==> config.mk <==
export PLATFORM = sky130hd
export DESIGN_NAME = in1_conditioner
export DESIGN_NICKNAME = d
export VERILOG_FILES = /design/src/rtl/in1_conditioner_pkg.sv /design/src/rtl/sync_chain.sv /design/src/rtl/in1_conditioner.sv
export SDC_FILE = /design/constraint.sdc
export NUM_CORES = 1
export LEC_CHECK = 0
export ABC_AREA = 0
export CAP_MARGIN = 20
export CORE_UTILIZATION = 45
export CTS_CLUSTER_SIZE = 16
export DETAILED_ROUTE_END_ITERATION = 8
export MAX_ROUTING_LAYER = met4
export PLACE_DENSITY = 0.72
export SKIP_LAST_GASP = 1
export SLEW_MARGIN = 20
export SYNTH_ARGS = -nofsm -noshare
export SYNTH_HDL_FRONTEND = slang
export SYNTH_SLANG_ARGS = --single-unit
==> constraint.sdc <==
create_clock -name CLK -period 1.3 [get_ports CLK]
set_input_delay 0.325 -clock CLK [delete_from_list [all_inputs] [get_ports CLK]]
set_output_delay 0.325 -clock CLK [all_outputs]
set_load 0.05 [all_outputs]
==> src/rtl/in1_conditioner_pkg.sv <==
// Shared constants for the In1 input conditioner: FSM state encoding,
// default synchronizer/debounce parameters and the glitch counter width.
package in1_conditioner_pkg;

  localparam int DEF_SYNC_STAGES     = 2;
  localparam int DEF_DEBOUNCE_CYCLES = 4;
  localparam int GLITCH_W            = 8;

  typedef enum logic [1:0] {
    STABLE_LO = 2'b00,
    PEND_HI   = 2'b01,
    STABLE_HI = 2'b11,
    PEND_LO   = 2'b10
  } state_t;

  // Saturating increment: holds at all-ones instead of wrapping.
  function automatic logic [GLITCH_W-1:0] glitch_sat_inc(input logic [GLITCH_W-1:0] v);
    logic [GLITCH_W-1:0] r;
    if (v == {GLITCH_W{1'b1}}) begin
      r = v;
    end else begin
      r = v + {{(GLITCH_W-1){1'b0}}, 1'b1};
    end
    return r;
  endfunction

endpackage

==> src/rtl/sync_chain.sv <==
// Multi-flop synchronizer for a single asynchronous level; the last stage
// is the only safe sample point for downstream logic.
module sync_chain #(
  parameter int DEPTH = 2
) (
  input  logic clk,
  input  logic rst_n,
  input  logic d,
  output logic q
);

  logic [DEPTH-1:0] sync_q;
  logic [DEPTH-1:0] sync_d;

  // Shift the raw level one stage deeper every cycle.
  always_comb begin
    sync_d = {sync_q[DEPTH-2:0], d};
  end

  // Chain registers, cleared asynchronously.
  always_ff @(posedge clk or negedge rst_n) begin
    if (!rst_n) begin
      sync_q <= {DEPTH{1'b0}};
    end else begin
      sync_q <= sync_d;
    end
  end

  assign q = sync_q[DEPTH-1];

endmodule

==> src/rtl/in1_conditioner.sv <==
// Synchronizes and debounces RAW_IN into the registered level In1, with
// edge pulses and a saturating count of rejected transitions.
module in1_conditioner
  import in1_conditioner_pkg::*;
#(
  parameter int SYNC_STAGES     = DEF_SYNC_STAGES,
  parameter int DEBOUNCE_CYCLES = DEF_DEBOUNCE_CYCLES
) (
  input  logic                CLK,
  input  logic                RST,
  input  logic                RAW_IN,
  input  logic                EN,
  output logic                In1,
  output logic                RISE,
  output logic                FALL,
  output logic [GLITCH_W-1:0] GLITCH_CNT
);

  localparam int CNT_W = $clog2(DEBOUNCE_CYCLES + 1);
  localparam logic [CNT_W-1:0] CNT_MAX  = CNT_W'(DEBOUNCE_CYCLES);
  localparam logic [CNT_W-1:0] CNT_ONE  = CNT_W'(1);
  localparam logic [CNT_W-1:0] CNT_ZERO = CNT_W'(0);

  logic                s_sync;
  state_t              state_q, state_d;
  logic [CNT_W-1:0]    cnt_q, cnt_d;
  logic                in1_q, in1_d;
  logic                rise_q, rise_d;
  logic                fall_q, fall_d;
  logic [GLITCH_W-1:0] glitch_q, glitch_d;

  sync_chain #(
    .DEPTH (SYNC_STAGES)
  ) u_sync (
    .clk   (CLK),
    .rst_n (RST),
    .d     (RAW_IN),
    .q     (s_sync)
  );

  // Debounce FSM: next state, counter and output register values.
  always_comb begin
    state_d  = state_q;
    cnt_d    = cnt_q;
    in1_d    = in1_q;
    rise_d   = 1'b0;
    fall_d   = 1'b0;
    glitch_d = glitch_q;
    case (state_q)
      STABLE_LO: begin
        in1_d = 1'b0;
        if (s_sync && EN) begin
          state_d = PEND_HI;
          cnt_d   = CNT_ONE;
        end else begin
          state_d = STABLE_LO;
          cnt_d   = CNT_ZERO;
        end
      end
      PEND_HI: begin
        if (!EN) begin
          state_d = STABLE_LO;
          cnt_d   = CNT_ZERO;
        end else if (!s_sync) begin
          state_d  = STABLE_LO;
          cnt_d    = CNT_ZERO;
          glitch_d = glitch_sat_inc(glitch_q);
        end else if (cnt_q >= CNT_MAX) begin
          state_d = STABLE_HI;
          cnt_d   = CNT_ZERO;
          in1_d   = 1'b1;
          rise_d  = 1'b1;
        end else begin
          cnt_d = cnt_q + CNT_ONE;
        end
      end
      STABLE_HI: begin
        in1_d = 1'b1;
        if (!s_sync && EN) begin
          state_d = PEND_LO;
          cnt_d   = CNT_ONE;
        end else begin
          state_d = STABLE_HI;
          cnt_d   = CNT_ZERO;
        end
      end
      PEND_LO: begin
        if (!EN) begin
          state_d = STABLE_HI;
          cnt_d   = CNT_ZERO;
        end else if (s_sync) begin
          state_d  = STABLE_HI;
          cnt_d    = CNT_ZERO;
          glitch_d = glitch_sat_inc(glitch_q);
        end else if (cnt_q >= CNT_MAX) begin
          state_d = STABLE_LO;
          cnt_d   = CNT_ZERO;
          in1_d   = 1'b0;
          fall_d  = 1'b1;
        end else begin
          cnt_d = cnt_q + CNT_ONE;
        end
      end
      default: begin
        state_d = STABLE_LO;
        cnt_d   = CNT_ZERO;
        in1_d   = 1'b0;
      end
    endcase
  end

  // State, counter and output registers; reset discards any pending edge.
  always_ff @(posedge CLK or negedge RST) begin
    if (!RST) begin
      state_q  <= STABLE_LO;
      cnt_q    <= CNT_ZERO;
      in1_q    <= 1'b0;
      rise_q   <= 1'b0;
      fall_q   <= 1'b0;
      glitch_q <= {GLITCH_W{1'b0}};
    end else begin
      state_q  <= state_d;
      cnt_q    <= cnt_d;
      in1_q    <= in1_d;
      rise_q   <= rise_d;
      fall_q   <= fall_d;
      glitch_q <= glitch_d;
    end
  end

  assign In1        = in1_q;
  assign RISE       = rise_q;
  assign FALL       = fall_q;
  assign GLITCH_CNT = glitch_q;

endmodule

# After elaboration in Yosys (flattened, before gate mapping)
# Cells that the tools add are included.
# Widths: inputs -> output; s select.
[word_totals]
reg_bits = 18
in_bits = 4
[op_classes]
order_cmp = 1
eq_ne = 14
n_addsub = 2
muxes = 37
n_reduce_logical = 8
[op_table]
columns = ["cell", "count"]
rows = [
  ["$mux 8", 5],
  ["$mux 1", 17],
  ["$pmux 8 s2", 1],
  ["$mux 3", 5],
  ["$mux 2", 6],
  ["$ne 2x2->1 const B", 6],
  ["$pmux 3 s4", 1],
  ["$add 8x1->8 const B", 1],
  ["$eq 8x8->1 const B", 1],
  ["$pmux 2 s4", 1],
  ["$reduce_and 6->1", 1],
  ["$reduce_and 5->1", 1],
  ["$eq 2x2->1 const B", 2],
  ["$ne 2x1->1 const B", 2],
  ["$ne 4x3->1 const B", 1],
  ["$ne 4x4->1 const B", 1],
  ["$pmux 1 s4", 1],
  ["$add 3x1->3 const B", 1],
  ["$ge 3x3->1 const B", 1],
  ["$eq 2x1->1 const B", 1],
  ["$logic_and 1x1->1", 2],
  ["$logic_not 2->1", 1],
  ["$reduce_and 2->1", 1],
  ["$reduce_bool 2->1", 1],
  ["$logic_not 1->1", 1],
]

# Depth between registers and ports, before layout
# Gate-level depths: netlist (run 1).
[depth]
depth_word = 5
mapped_depth = 5
ltp_nobuf = 5

# By module
# A second synthesis (run 1) with hierarchy kept.
[unflattened]
cells_unflattened = 92
area_unflattened_um2 = 996.0
[modules_own_cells]
columns = ["mod", "n_inst", "cells_each", "seq_area_each_um2", "area_each_um2"]
rows = [
  ["in1_conditioner", 1, 90, 400.4, 945.9],
  ["sync_chain", 1, 2, 50.0, 50.0],
]

# Least setup slack after synthesis (run 1)
# OpenSTA, ideal clock, no wires.
[synth_path]
path_kind = "reg2reg"
start = "reg glitch_q[0], in the netlist GLITCH_CNT[0]"
end = "reg glitch_q[1], in the netlist GLITCH_CNT[1]"
setup_time_ns = 0.128
t_arrival_ns = 1.651
slack_ns = -0.478
synth_period_minus_slack_ns = 1.778
path_stages_with_launch = 6
path_buffers = 0
path_cell_list = "dfrtp_1 > ha_1 > and2_1 > nand3_1 > nand2_2 > mux2_1"
[synth_between]
elab_chain_cells = 5
elab_cells_between_ends = 8
cone_classes = "1 x add/sub; 1 x eq/ne; 6 x mux"
[synth_lines]
columns = ["element", "line", "rtl"]
rows = [
  ["from (decl)", "in1_conditioner.sv:30", "logic [GLITCH_W-1:0] glitch_q, glitch_d;"],
  ["from (signal assigned)", "in1_conditioner.sv:120", "glitch_q <= {GLITCH_W{1'b0}};"],
  ["from (signal assigned)", "in1_conditioner.sv:127", "glitch_q <= glitch_d;"],
  ["$add 8x1->8 or $eq 8x8->1 (tied branches)", "in1_conditioner_pkg.sv:22, in1_conditioner_pkg.sv:19", ""],
  ["$mux 8 (*)", "in1_conditioner_pkg.sv:19", "if (v == {GLITCH_W{1'b1}}) begin"],
  ["$mux 8, on equally long branches", "in1_conditioner.sv:91, in1_conditioner.sv:64", ""],
  ["$mux 8, on equally long branches", "in1_conditioner.sv:88, in1_conditioner.sv:61", ""],
  ["$pmux 8 s2 (*)", "in1_conditioner.sv:49", "case (state_q)"],
]
# Every way passes the cells marked *; elsewhere a longest branch is shown, timed or not. The select of a mux whose other input is x is not followed.
# A chain may end at the register's enable or synchronous reset.

# Worst setup path in the final report (run 1)
[layout_path]
start = "reg state_q[0]"
end = "reg glitch_q[1], in the netlist GLITCH_CNT[1]"
[layout_between]
elab_chain_cells = 3
elab_cells_between_ends = 9
cone_classes = "6 x eq/ne; 1 x mux; 2 x reduce/logical"
[layout_lines]
columns = ["element", "line", "rtl"]
rows = [
  ["from (decl)", "in1_conditioner.sv:25", "state_t state_q, state_d;"],
  ["from (signal assigned)", "in1_conditioner.sv:122", "state_q <= state_d;"],
  ["$eq 2x1->1 or $eq 2x2->1 (tied branches)", "in1_conditioner.sv:49", ""],
  ["$ne 2x2->1 (no source line), or another cell as far along", "-", ""],
  ["$reduce_and 5->1 (no source line)", "-", ""],
]
# Parallel ways exist; a longest one is shown, timed or not.

==> summary.log, run 1 <==
qor: floorplan.fp.dieW 46.0 um
qor: critical_path.rr_worst_depth 5
qor: floorplan.dieArea 0.00212 sq mm
qor: critical_path.critical_path_cell_count 5
qor: yosys.post-synth-top-count-cell sky130_fd_sc_hd__dfrtp_1
qor: timing.setup_total_negative_slack -0.485 ns
qor: power.power-per-cell-area 1390 mW/mm^2
qor: job.cap_viol_max_count 0
qor: yosys.netlist_area 872 sq um
qor: yosys.async_reset_ff_share 100%
qor: yosys.ys_top_cells_by_count sky130_fd_sc_hd__dfrtp_1, sky130_fd_sc_hd__and2_1, sky130_fd_sc_hd__o21ai_0
qor: cts.cts_buffer_depth 2
qor: placement.place.detailed.hpwl 1230 um
qor: drt.route.detailed.vias_per_inst 5.13
qor: grt.largest_net_degree_at_the_start_of_global_routing 19
qor: critical_path.setup.worst_path.end_class flip-flop
qor: cts.total_clock_buffers_created_by_cts 3
qor: grt.groute.usage.overall 23.4%
qor: timing.finalClockSkew 0.00702 ns
qor: yosys.leading_area_contributor_after_synthesis sky130_fd_sc_hd__dfrtp_1
qor: floorplan.start_util 49.4%
qor: timing.final_critical_path_setup_slack -0.0815 ns
qor: timing.layout_min_cycle_time 1.38 ns
qor: drt.wl 2240 um
qor: yosys.top_post_synthesis_cells_by_area sky130_fd_sc_hd__dfrtp_1, sky130_fd_sc_hd__xnor2_1, sky130_fd_sc_hd__and2_1
qor: timing.timing.max_slew.rel_slack 83.4%
qor: critical_path.timing.critical_path.fanout_max 6
qor: drt.postRouteAntennaNets 0
qor: yosys.number_of_synthesized_flops_with_an_enable_pin 0
qor: grt.grt-ovfl-total 0
qor: yosys.seq_area_frac_synth 51.6%
qor: layout.area_growth_syn_to_layout 74.9%
qor: drt.drt_first_iter_violations 23
qor: yosys.postSynthNetCount 83
qor: critical_path.crit_path_top_delay_cell sky130_fd_sc_hd__dfrtp_1
qor: grt.initial_antenna_violation_count 0
qor: outcome.violations negative setup slack
qor: cts.tritoncts built
qor: layout.final_nets 131
qor: outcome.status finished with violations
qor: grt.grt_pass1_wl 3310 um
qor: timing.setup_repair_after_global_routing_missed_its_margin yes
qor: drt.avgRoutedWirePerCell 15.2 um
qor: yosys.synth.avg_cell_area 11.5 sq um
qor: placement.gpl.final_weighted_congestion 0.783
qor: yosys.synth.top_cell.area_share 51.6%
qor: grt.first_global_vias 740
qor: floorplan.count_of_boundary_i_o_pins 15
qor: hold_path.hold_path.class in -> async
qor: placement.numPortBuffers 14
qor: critical_path.critPathLaunchType flip-flop
qor: layout.share_of_cells_above_drive_strength_1 58.5%
qor: critical_path.worst_ep_arrival_time 1.59 ns
qor: layout.antenna_cells_inserted 0
qor: timing.maxClockFrequency 724 MHz
qor: layout.nFillCells 94
qor: cts.cts.htree.levels 1
qor: cts.path_clk_slew 0.11 ns
qor: yosys.synth_top_flop_cell sky130_fd_sc_hd__dfrtp_1
qor: timing.worst-slew-pin-transition 0.249 ns
qor: yosys.yosysWarningCount 0
qor: yosys.synth_cell_types 28
qor: critical_path.critical_path_buf_inv_count 1
qor: floorplan.die_span_y 46.0 um
qor: power.leakage 0.000707 uW
qor: timing.setup_viol_count_final 13
qor: cts.worst_skew_pair.late_latency 0.31 ns
qor: drt.remaining_drc_errors 0
qor: placement.placement.setup.worst_slack -0.464 ns
qor: yosys.synth_cells 76
qor: cts.holdBufCountCts 0
qor: floorplan.row_count 15
qor: drt.route.vias.total 759
qor: power.report.power.total 2110 uW
qor: cts.cts.sink_count 18
qor: critical_path.required 1.51 ns
qor: timing.finalCritPeriodShare 106%
qor: critical_path.cp_top_family flip-flops
qor: cts.clock_tree.root_cell sky130_fd_sc_hd__clkbuf_4
qor: timing.fin_worst_hold_slack 0.338 ns
qor: critical_path.timing_worst_setup_path_type reg -> reg
qor: critical_path.cp_slowest_stage_delay 0.41 ns
qor: floorplan.core-area 0.00176 sq mm
qor: timing.final_hold_viol_count 0
qor: yosys.ys_seq_elements 18
qor: power.worst_vdd_drop 1.40 mV
qor: layout.final_core_util 86.5%
qor: drt.firstDrtPassIters 4
qor: critical_path.crit_path_cell_trace nand2b_4 > o21ai_4 > buf_6 > nand2_4 > mux2_4
qor: timing.final_max_slew_viol_count 0
## metrics by stage
step / cell area, sq um / std cells
global route: 1530 / 148
CTS: 1440 / 141
detailed placement: 1290 / 129
floorplan: 905 / 76
global placement: 1290 / 129
finish: 1530 / 148
## layout make-up
| class | instances | area, sq um | share of cell area (%) |
|---|---|---|---|
| Clock buffer | 4 | 36.3 | 2.38 |
| Inverter | 3 | 11.3 | 0.738 |
| Multi-Input combinational cell | 53 | 477 | 31.3 |
| Sequential cell | 18 | 462 | 30.3 |
| Tap cell | 25 | 31.3 | 2.05 |
| Timing Repair Buffer | 45 | 508 | 33.3 |
## placed cells by master (no fill, tap or decap), types with 2 or more instances in the layout
master                            count
sky130_fd_sc_hd__and2_1               5
sky130_fd_sc_hd__nand3_1              2
sky130_fd_sc_hd__buf_12              11
sky130_fd_sc_hd__clkbuf_4             3
sky130_fd_sc_hd__o21ai_0              6
sky130_fd_sc_hd__xnor2_1              4
sky130_fd_sc_hd__dfrtp_2              9
sky130_fd_sc_hd__nand4_1              2
sky130_fd_sc_hd__dfrtp_1              9
sky130_fd_sc_hd__nand2_1              4
sky130_fd_sc_hd__ha_1                 2
sky130_fd_sc_hd__and4_1               2
sky130_fd_sc_hd__buf_6                7
sky130_fd_sc_hd__inv_1                3
sky130_fd_sc_hd__nand2b_1             2
sky130_fd_sc_hd__mux2_4               3
sky130_fd_sc_hd__buf_4               24
sky130_fd_sc_hd__and3_1               3
sky130_fd_sc_hd__clkdlybuf4s50_1      2
## what timing repair did
item,CTS,global route
endpoints found under the setup margin,13,17
pin swaps,4,3
resized for setup,14,6
endpoints found under the hold margin,0,0
buffers inserted,8,7
## report_power, final
group / switching (uW) / internal (uW)
Clock: 189 / 171
Combinational: 463 / 558
Sequential: 92.4 / 640
Total: 744 / 1370
## final timing paths
check | slack (ns) | from | end
min reg2reg | 0.37 | u_sync.sync_q[0] | u_sync.sync_q[1]
max reg2reg | -0.08 | state_q[0] | GLITCH_CNT[1]
max | -0.08 | state_q[0] | GLITCH_CNT[1]
max in group asynchronous | 0.75 | RST | GLITCH_CNT[4]
min | 0.34 | RST | GLITCH_CNT[5]
min in group CLK | 0.37 | u_sync.sync_q[0] | u_sync.sync_q[1]
## cell families (layout without fill, tap and decap cells)
kind of cell,Yosys count,after routing,share of synthesized area (%)
AO/OA/AOI/OAI,9,9,6.89
XOR/XNOR,6,6,6.03
adder cells (fa/ha/maj),3,3,4.30
buffers and inverters,5,52,3.44
flip-flops,18,18,51.6
multiplexers,3,3,4.30
AND/OR/NAND/NOR,32,32,23.4
## flip-flops by register name, summed over array words and instances (netlist names)
signal         count
GLITCH_CNT         8
u_sync.sync_q      2
state_q            2
FALL               1
In1                1
cnt_q              3
RISE               1
## per-layer routing
layer | GRT usage (%) | part of all wire [%]
met5 | - | 0
met4 | 10.6 | 2.7
met3 | 3.57 | 4.5
met2 | 40.0 | 53
met1 | 26.7 | 40
(Power assumes the default switching activity.)
==> run 2: changes to the inputs <==
- PLACE_DENSITY: 0.72 -> 0.81
==> run 2 against run 1 <==
Effect of this change:
- the run still ends with negative setup slack left
- via count fell by 4.2%
- sequential power fell by 2%
- non-clock buffer count down 6
- critical path depth did not move
- clock power is 19% lower
- global-route usage down 1.4 points
- register-to-register slack better by 0.03 ns
- core utilization decreased by 4.4 points
- cell count decreased by 4.1%
- clock-buffer cell count unchanged
- clock skew increased by 0.0027 ns
- largest cell class unchanged
- largest power group unchanged
- highest routed layer unchanged
==> summary.log, run 2 (synthesized netlist as in run 1, its figures left out) <==
qor: timing.layout_min_cycle_time 1.35 ns
qor: drt.firstDrtPassIters 4
qor: layout.final_nets 125
qor: critical_path.worst-r2r-setup-slack -0.05 ns
qor: outcome.violations negative setup slack
qor: timing.final_critical_path_setup_slack -0.0478 ns
qor: layout.nFillCells 113
qor: drt.route.vias.total 727
qor: floorplan.die_span_y 46.0 um
qor: timing.timing.max_slew.rel_slack 79.3%
qor: floorplan.row_count 15
qor: timing.finalCritPeriodShare 104%
qor: timing.finalClockSkew 0.00970 ns
qor: power.worst_vdd_drop 1.35 mV
qor: layout.largest_register_ffs 8
qor: outcome.status finished with violations
qor: critical_path.critical_path_buf_inv_count 1
qor: floorplan.dieArea 0.00212 sq mm
qor: floorplan.count_of_boundary_i_o_pins 15
qor: layout.mostFrequentLayoutCells sky130_fd_sc_hd__buf_4, sky130_fd_sc_hd__dfrtp_1, sky130_fd_sc_hd__buf_12
qor: grt.first_global_vias 682
qor: grt.initial_antenna_violation_count 0
qor: power.leakage 0.000661 uW
qor: layout.layout_commonest_cell sky130_fd_sc_hd__buf_4
qor: layout.final_core_util 82.1%
qor: layout.area_growth_syn_to_layout 66.0%
qor: critical_path.crit_path_top_delay_cell sky130_fd_sc_hd__dfrtp_1
qor: floorplan.start_util 49.4%
qor: timing.setup_repair_after_global_routing_missed_its_margin yes
qor: critical_path.timing.critical_path.fanout_max 5
qor: grt.grt_pass1_wl 3060 um
qor: grt.gr-usage-met3 2.38%
qor: cts.cts.htree.levels 1
qor: grt.grt-ovfl-total 0
qor: floorplan.core-area 0.00176 sq mm
qor: drt.remaining_drc_errors 0
qor: timing.maxClockFrequency 742 MHz
qor: critical_path.cp_top_family flip-flops
qor: grt.groute.layer.met2.usage 34.9%
qor: drt.postRouteAntennaNets 0
qor: drt.route.detailed.vias_per_inst 5.12
qor: placement.gpl.final_weighted_congestion 0.793
qor: drt.wl 1900 um
qor: placement.place.detailed.hpwl 1200 um
qor: hold_path.hold_path.class in -> async
qor: layout.final_cell_count_no_fill 142
qor: cts.cts.sink_count 18
qor: drt.avgRoutedWirePerCell 13.4 um
qor: grt.grt-busiest-layer met2
qor: critical_path.worstReg2RegStart state_q[1]
qor: drt.drt_first_iter_violations 10
qor: grt.groute.usage.overall 22.1%
qor: cts.cts_buffer_depth 2
qor: floorplan.fp.dieW 46.0 um
qor: critical_path.rr_worst_depth 5
qor: critical_path.critPathLaunchType flip-flop
qor: critical_path.worst_ep_arrival_time 1.54 ns
qor: critical_path.setup.worst_path.end_class flip-flop
qor: critical_path.worstReg2RegEnd GLITCH_CNT[7]
qor: grt.largest_net_degree_at_the_start_of_global_routing 19
qor: placement.post-place-cells 129
qor: cts.worst_skew_pair.late_latency 0.29 ns
qor: critical_path.timing_worst_setup_path_type reg -> reg
qor: job.cap_viol_max_count 0
qor: cts.total_clock_buffers_created_by_cts 3
qor: cts.path_clk_slew 0.11 ns
qor: timing.worst-slew-pin-transition 0.310 ns
qor: timing.final_hold_viol_count 0
qor: placement.numPortBuffers 14
qor: layout.antenna_cells_inserted 0
qor: timing.final_max_slew_viol_count 0
qor: critical_path.crit_path_cell_trace buf_6 > nand2b_4 > o21ai_4 > nand3_1 > mux2_1
qor: cts.clock_tree.root_cell sky130_fd_sc_hd__clkbuf_4
qor: cts.tritoncts built
qor: layout.share_of_cells_above_drive_strength_1 52.1%
qor: critical_path.cp_slowest_stage_delay 0.41 ns
qor: grt.grt.met1_usage 27.2%
qor: power.power-per-cell-area 1350 mW/mm^2
qor: timing.setup_total_negative_slack -0.258 ns
qor: critical_path.required 1.49 ns
qor: timing.setup_viol_count_final 12
==> run 2: power by group <==
part           internal [uW]  switching [uW]
Combinational            516             425
Clock                    119             172
Sequential               640            80.6
==> run 2: worst max-delay path by stage <==
stage                     cells after the start           from  slack [ns]             to
after global placement                        5             EN       -0.43  GLITCH_CNT[6]
final                                         5     state_q[1]       -0.05  GLITCH_CNT[7]
after global routing                          5     state_q[1]       -0.09  GLITCH_CNT[7]
after floorplan                               5  GLITCH_CNT[0]       -0.19  GLITCH_CNT[1]
after CTS                                     2  GLITCH_CNT[0]       -0.05  GLITCH_CNT[0]
after detailed placement                      5             EN       -0.48  GLITCH_CNT[7]
==> run 2: area by class of cell <==
type	count	area, sq um	area share [%]
clock buffer	4	26.3	1.82
timing repair buffer	39	463	32.0
sequential	18	459	31.7
inverter	3	11.3	0.778
tap	25	31.3	2.16
multi-input combinational	53	457	31.5
==> run 2: per-stage QoR <==
stage	cell area, sq um	power, uW	hold WS, ns	setup slack [ns]
after global placement	1290	1560	0.333	-0.435
after CTS	1430	1960	0.346	-0.0455
final	1450	1950	0.346	-0.0478
after global routing	1450	2050	0.364	-0.0923
after floorplan	905	1120	0.0294	-0.187
after detailed placement	1290	1580	0.339	-0.477
==> run 2: what timing repair did <==
action                                  in CTS  in global routing
cloned                                       0                  0
gates resized for setup                     11                  4
pin swaps                                    2                  0
buffers inserted                             8                  1
hold buffers                                 0                  0
endpoints found under the setup margin      12                 17
==> run 2: per-layer routing <==
metal / share of wire, % / vias to the layer above
met2: 51 / 20
met4: 1.1 / 0
met5: 0 / -
met3: 2.8 / 2
li1: - / 344
met1: 45 / 361
==> run 2: worst register-to-register path: stages, from the launching register on <==
cell	delay, ns
sky130_fd_sc_hd__dfrtp_1	0.41
sky130_fd_sc_hd__buf_6	0.13
sky130_fd_sc_hd__nand2b_4	0.07
sky130_fd_sc_hd__o21ai_4	0.21
sky130_fd_sc_hd__nand3_1	0.11
sky130_fd_sc_hd__mux2_1	0.32
